## config.mk

```make
export PLATFORM = sky130hd
export DESIGN_NAME = seq_divider
export DESIGN_NICKNAME = d
export VERILOG_FILES = /design/src/rtl/seq_divider.sv
export SDC_FILE = /design/constraint.sdc
export NUM_CORES = 1
export LEC_CHECK = 0
export CAP_MARGIN = 20
export CORE_MARGIN = 2
export CORE_UTILIZATION = 59
export CTS_CLUSTER_SIZE = 8
export DETAILED_ROUTE_END_ITERATION = 8
export GPL_ROUTABILITY_DRIVEN = 0
export PLACE_DENSITY = 0.82
export SYNTH_ARGS = -nofsm -noshare
export SYNTH_HDL_FRONTEND = slang
export SYNTH_SLANG_ARGS = --single-unit
```

## constraint.sdc

```tcl
create_clock -name clk -period 5.75 [get_ports clk]
set_input_delay 0.575 -clock clk [delete_from_list [all_inputs] [get_ports clk]]
set_output_delay 0.575 -clock clk [all_outputs]
set_load 0.03 [all_outputs]
```

## src/rtl/seq_divider.sv

```systemverilog
// Multi-cycle unsigned restoring divider: one quotient bit per clock, start/done
// handshake, registered quotient/remainder, and a one-cycle divide-by-zero path.
module seq_divider #(
  parameter int WIDTH = 5
) (
  input  logic             clk,
  input  logic             rst_n,
  input  logic             start,
  input  logic [WIDTH-1:0] dividend,
  input  logic [WIDTH-1:0] divisor,
  output logic             busy,
  output logic             done,
  output logic [WIDTH-1:0] quotient,
  output logic [WIDTH-1:0] remainder,
  output logic             div_by_zero
);

  localparam int CW = $clog2(WIDTH + 1);
  localparam logic [WIDTH:0] ONE = {{WIDTH{1'b0}}, 1'b1};

  // ZERO is the one-cycle pending state of the divide-by-zero path; busy stays low there.
  typedef enum logic [1:0] {
    IDLE = 2'd0,
    RUN  = 2'd1,
    ZERO = 2'd2
  } state_t;

  state_t           state, state_next;
  logic [WIDTH:0]   r, r_next;
  logic [WIDTH-1:0] q, q_next;
  logic [WIDTH-1:0] d, d_next;
  logic [CW-1:0]    cnt, cnt_next;

  logic             busy_next, done_next, dbz_next;
  logic [WIDTH-1:0] quot_next, rem_next;

  logic [WIDTH:0]   r_shift, d_inv, trial;

  // Trial subtraction as add of the inverted divisor plus one; trial[WIDTH] is the borrow.
  always_comb begin
    r_shift = {r[WIDTH-1:0], q[WIDTH-1]};
    d_inv   = ~{1'b0, d};
    trial   = r_shift + d_inv + ONE;
  end

  always_comb begin
    // NOTE: every signal gets a default first so no path through the case infers a latch.
    state_next = state;
    r_next     = r;
    q_next     = q;
    d_next     = d;
    cnt_next   = cnt;
    done_next  = 1'b0;
    quot_next  = quotient;
    rem_next   = remainder;
    dbz_next   = div_by_zero;

    case (state)
      IDLE: begin
        if (start) begin
          q_next     = dividend;
          d_next     = divisor;
          r_next     = '0;
          cnt_next   = CW'(WIDTH);
          state_next = (divisor != '0) ? RUN : ZERO;
        end
      end

      RUN: begin
        r_next   = trial[WIDTH] ? r_shift : trial;
        q_next   = {q[WIDTH-2:0], ~trial[WIDTH]};
        cnt_next = cnt - CW'(1);
        if (cnt == CW'(1)) begin
          quot_next  = q_next;
          rem_next   = r_next[WIDTH-1:0];
          dbz_next   = 1'b0;
          done_next  = 1'b1;
          state_next = IDLE;
        end
      end

      ZERO: begin
        // q still holds the captured dividend, which becomes the remainder.
        quot_next  = '1;
        rem_next   = q;
        dbz_next   = 1'b1;
        done_next  = 1'b1;
        state_next = IDLE;
      end

      default: state_next = IDLE;
    endcase

    busy_next = (state_next == RUN);
  end

  always_ff @(posedge clk or negedge rst_n) begin
    if (!rst_n) begin
      state       <= IDLE;
      r           <= '0;
      q           <= '0;
      d           <= '0;
      cnt         <= '0;
      busy        <= 1'b0;
      done        <= 1'b0;
      quotient    <= '0;
      remainder   <= '0;
      div_by_zero <= 1'b0;
    end else begin
      // NOTE: non-blocking assignments so every register samples pre-edge values together.
      state       <= state_next;
      r           <= r_next;
      q           <= q_next;
      d           <= d_next;
      cnt         <= cnt_next;
      busy        <= busy_next;
      done        <= done_next;
      quotient    <= quot_next;
      remainder   <= rem_next;
      div_by_zero <= dbz_next;
    end
  end

endmodule

```

==> impl_metrics.ini, run 1 <==
[outcome]
status = finished, final reports clean

[layout]
fillCellCount = 264
layout_commonest_cell = dfrtp_1
multi_input_area_sq_mm = 0.001062
n_antenna_cell = 0
drive_gt1_share_pct = 9.283
design_area_sq_mm = 0.002307
layout_common_cells = dfrtp_1 (33), clkdlybuf4s50_1 (25), nand2_1 (19), o21ai_0 (19), a21oi_1 (16)
register_area_sq_um = 825.8
stdcell_count = 283
nNetsFinal = 260
areaGrowthSynthToFinish_pct = 16.86

[placement]
dp_cells = 275
numPortBuffers = 25
place_ws_ns = 3.044
placed_area_sq_mm = 0.002252
dp_hpwl_um = 3130

[sta]
hold_viol = 0
fin_ws_ns = 2.995
maxClockFrequency_ghz = 0.3630
max_slew.worst_pin.slew_ns = 1.045
drv_slew = 0
rsz0062_at_grt = no
period_minus_slack_ns = 2.755
relSlewSlack_pct = 30.21
worst_clock_skew_ns = 0.01130
finalSetupTns_ns = 0
period_share_pct = 47.91
setup_viol = 0

[floorplan]
num_rows = 21
floorplan.initialDensity_pct = 60.11
coreArea_sq_mm = 0.003284
dieArea_sq_mm = 0.003825
die_h_um = 61.85
pin_count = 26
die_w_um = 61.85

[clock_network]
cts.sinks = 33
cts_inserted_buffers = 5
cts_setup_buffers = 0
clock_path_buffers = 2
clkSlewWorstSetupHoldPaths_ns = 0.11
cts-htree-levels = 2
postCtsHoldBufs = 0
clock_latency_ns = 0.35
cts_tree = done
cts_resized = 0
cts-root-buf = clkbuf_4

[synth]
postSynthCellCount = 212
ys.flop_type = dfrtp_1
syn_area_sq_mm = 0.001974
synth_seq_cells = 33
syn_area_per_cell_sq_um = 9.313
async_flop_share_pct = 100.0
synth_edf_count = 0
yosys.cell_types.count = 44
yosysSeqAreaShare_pct = 41.83
synthesis.nets = 236
yosys_warnings = 0

[grt]
grt_pass1_wl_um = 7065
grt_pass1_vias = 1559
antenna_found_initial = 0
overflow = 0
grt_usage_pct = 25.52
grt_max_degree = 34

[setup_path]
worst_setup_path_end_kind = register
start_kind = register
worstPathRequired_ns = 6.03
worstPathArrival_ns = 3.03
critPathMaxFanout = 28
path_class = reg -> reg

[detailed_routing]
wire_per_inst_um = 15.31
ant_nets = 0
drcViolationCount = 0
drtIter0Drc = 146
vias = 1675
drt-total-wl_um = 4334
drtPass1Iterations = 4
via_per_inst = 5.919

[power]
max-vdd-ir-drop_mv = 0.2841
p_per_area_mw_per_mm2 = 577.1
p_leak_uw = 0.0009727

[hold_path]
hold_path.class = reg -> reg

[run]
drv_cap = 0
[flip-flops by register name (all words and copies together), names as in the netlist]
| signal | flops |
|---|---|
| busy | 1 |
| div_by_zero | 1 |
| r | 5 |
| state | 2 |
| remainder | 5 |
| q | 5 |
| d | 5 |
| cnt | 3 |
| done | 1 |
| quotient | 5 |
[cell usage after synthesis, types with 2 or more instances]
cell	count	share of area, %
xnor2_1	2	0.89
nor3_1	9	2.3
buf_1	2	0.38
dfrtp_1	33	42
o22ai_1	9	2.9
inv_1	13	2.5
nor2_1	10	1.9
clkbuf_1	4	0.76
mux2i_1	13	6.6
buf_2	3	0.76
nor2b_1	4	1.3
ha_1	10	6.3
nand3_1	7	1.8
a21oi_1	16	4.1
o21ai_0	19	4.8
mux2_2	6	3.4
nand2_1	19	3.6
nand2b_1	3	0.95
a31oi_1	3	0.95
o221ai_1	3	1.3
[stage by stage]
| stage | utilization, % | total power, uW | hold slack [ns] |
|---|---|---|---|
| detailed placement | 68.57 | 1198 | 0.5066 |
| floorplan | - | 983.2 | 0.2794 |
| CTS | 70.25 | 1333 | 0.5293 |
| finish | 70.25 | 1332 | 0.5237 |
| global route | 70.25 | 1447 | 0.5528 |
| global placement | 68.57 | 1178 | 0.4702 |
[power breakdown]
part | total [uW] | switching [uW] | leakage [uW] | internal [uW]
clock network | 133 | 86.7 | 0.0000310 | 46.0
logic | 789 | 465 | 0.000546 | 323
registers | 410 | 84.2 | 0.000396 | 326
[final timing paths]
path	startpoint	to	slack, ns	cells past startpoint
max in group asynchronous	rst_n	d[0]	4.84	2
min reg2reg	d[2]	d[2]	0.52	1
max reg2reg	state[1]	r[4]	3.00	7
max	state[1]	r[4]	3.00	7
min in group asynchronous	rst_n	quotient[3]	0.60	2
min	d[2]	d[2]	0.52	1
[area by class of cell]
cell class | count | share of cell area [%]
clock buffers | 5 | 1.627
inverters | 13 | 2.115
clock inverters | 3 | 0.7592
multi-input cells | 157 | 46.04
flip-flops and latches | 33 | 35.79
repair buffers | 26 | 11.17
well taps | 46 | 2.495
[critical path, stage by stage, from the launching register on]
cell and delay, ns:
dfrtp_1 0.43, inv_1 0.11, ha_1 0.78, inv_1 0.41, o21ai_0 0.46, nand3_1 0.13
mux2_2 0.29, o2111ai_1 0.07
[metal layers]
layer,track usage (%),up-vias,share of wire (%)
met5,0,-,0
met1,33.64,800,46
met2,40.60,54,47
met4,9.726,0,2.0
li1,-,811,-
met3,6.418,10,5.5
[cell families (layout without fill, tap and decap cells)]
| kind of cell | Yosys count | count (layout) | share of synthesized area [%] |
|---|---|---|---|
| flip-flops | 33 | 33 | 41.82 |
| AO/OA/AOI/OAI | 62 | 62 | 19.33 |
| adder cells (fa/ha/maj) | 11 | 11 | 7.351 |
| buffers and inverters | 22 | 47 | 4.372 |
| XOR/XNOR | 3 | 3 | 1.331 |
| AND/OR/NAND/NOR | 61 | 61 | 15.02 |
| multiplexers | 20 | 20 | 10.77 |
Power figures use the tool's default switching activity.
==> run 2, diff against run 1 <==
CORE_UTILIZATION = 55   (was 59)
PLACE_DENSITY = 0.77   (was 0.82)
clock period = 2.9 ns   (was 5.75 ns; I/O delays follow)
==> run 2 against run 1 <==
Effect of this change:
- total power grew 100%
- die area rose by 6.8%
- clock power increased by 86%
- clock-buffer cell count rose by 1
- non-clock buffer count is 4 higher
- clock skew rose by 0.0026 ns
- largest power group unchanged
==> impl_metrics.ini, run 2 (same netlist as run 1, synthesis figures left out) <==
[outcome]
status = finished, final reports clean

[sta]
maxClockFrequency_ghz = 0.4550
worst_clock_skew_ns = 0.01393
period_minus_slack_ns = 2.198
relSlewSlack_pct = 52.26
hold_viol = 0
setup_viol = 0
drv_slew = 0
max_slew.worst_pin.slew_ns = 0.7161
finalSetupTns_ns = 0
fin_ws_ns = 0.7023
period_share_pct = 75.78
fin_hold_ws_ns = 0.3505
rsz0062_at_grt = no

[setup_path]
worst_setup_path_end_kind = register
worstPathArrival_ns = 2.47
cpPeakStageDelay_ns = 0.44
ff2ff_setup_slack_ns = 0.70
worstPathRequired_ns = 3.17
regToRegStartpoint = r[0]
crit_path_cell_trace = ha_1 -> nor2b_1 -> o211a_1 -> mux2i_1 -> nand2_2 -> mux2_4 -> o21ai_2
critPathMaxFanout = 5
slowest_stage = dfrtp_1
reg2regPathDepth = 7
start_kind = register
critPathLaunch = r[0]
r2r_end = r[0]
path_class = reg -> reg

[placement]
numPortBuffers = 25
placed_area_sq_mm = 0.002282
place_ws_ns = 0.7465
dp_hpwl_um = 3318

[detailed_routing]
ant_nets = 0
via_per_inst = 5.955
drcViolationCount = 0
wire_per_inst_um = 15.66
drt-total-wl_um = 4494
vias = 1709
drtIter0Drc = 150
drtPass1Iterations = 4

[clock_network]
cts_inserted_buffers = 5
clock_path_buffers = 2
cts-htree-levels = 2
clock_latency_ns = 0.34
clkSlewWorstSetupHoldPaths_ns = 0.11
cts-root-buf = clkbuf_4
cts_tree = done
cts_resized = 0
cts.sinks = 33
cts_setup_buffers = 0
postCtsHoldBufs = 0

[layout]
n_antenna_cell = 0
nNetsFinal = 264
register_area_sq_um = 825.8
drive_gt1_share_pct = 10.37
fillCellCount = 272
areaGrowthSynthToFinish_pct = 18.19
utilization_pct = 68.84
layout_common_cells = dfrtp_1 (33), clkdlybuf4s50_1 (25), nand2_1 (19), o21ai_0 (19), a21oi_1 (16)
multi_input_area_sq_mm = 0.001062
design_area_sq_mm = 0.002333
layout_commonest_cell = dfrtp_1

[grt]
grt_usage_pct = 24.09
grt_max_degree = 34
antenna_found_initial = 0
grt_pass1_vias = 1654
overflow = 0
grt_pass1_wl_um = 7541

[power]
p_per_area_mw_per_mm2 = 1149
max-vdd-ir-drop_mv = 0.5858
p_leak_uw = 0.0009933

[floorplan]
num_rows = 21
die_w_um = 63.92
coreArea_sq_mm = 0.003390
die_h_um = 63.92
dieArea_sq_mm = 0.004085
pin_count = 26
floorplan.initialDensity_pct = 58.25

[run]
drv_cap = 0

[hold_path]
hold_path.class = in -> async
## run 2: cell count changes in the layout (fill, tap and decap cells not counted), sizes merged
cell,delta
clkinvlp,-1
buf,+4
clkbuf,+1
## run 2: layer usage
metal  global-route usage, %  wire length (um)
met1                   31.71              1998
met2                   37.76              2137
met3                   5.106               291
met4                   11.68                67
met5                       0                 0
## run 2: area by class of cell
type / count / share of cell area (%)
Multi-Input combinational cell: 157 / 45.52
Sequential cell: 33 / 35.39
Timing Repair Buffer: 30 / 12.33
Tap cell: 46 / 2.466
Inverter: 13 / 2.091
Clock buffer: 6 / 1.769
Clock inverter: 2 / 0.4290
## run 2: how the worst max path moves through the flow
| stage | end | slack (ns) | depth (start not counted) |
|---|---|---|---|
| finish | r[0] | 0.70 | 7 |
| global route | r[0] | 0.63 | 7 |
| floorplan | remainder[0] | 0.98 | 7 |
| global placement | r[4] | 0.88 | 9 |
| CTS | r[0] | 0.72 | 7 |
| detailed placement | r[0] | 0.75 | 7 |
## run 2: power breakdown
part | internal, uW | total (uW) | leakage (uW) | switching (uW)
registers | 646 | 812 | 0.000396 | 166
logic | 671 | 1620 | 0.000565 | 951
clock network | 92.2 | 247 | 0.0000320 | 154
## run 2: metrics by stage
stage                     power, uW  cells
after floorplan                1949    212
after global placement         2362    279
after detailed placement       2428    279
after CTS                      2676    287
after global routing           2906    287
final                          2680    287
## run 2: critical path, delay by kind of cell (launching register included)
family                     cells  cell delay [ns]
adders and majority gates      1             0.29
AOI/OAI and AO/OA              2             0.36
muxes                          2             0.66
and+or+nand+nor                2             0.38
DFF                            1             0.44
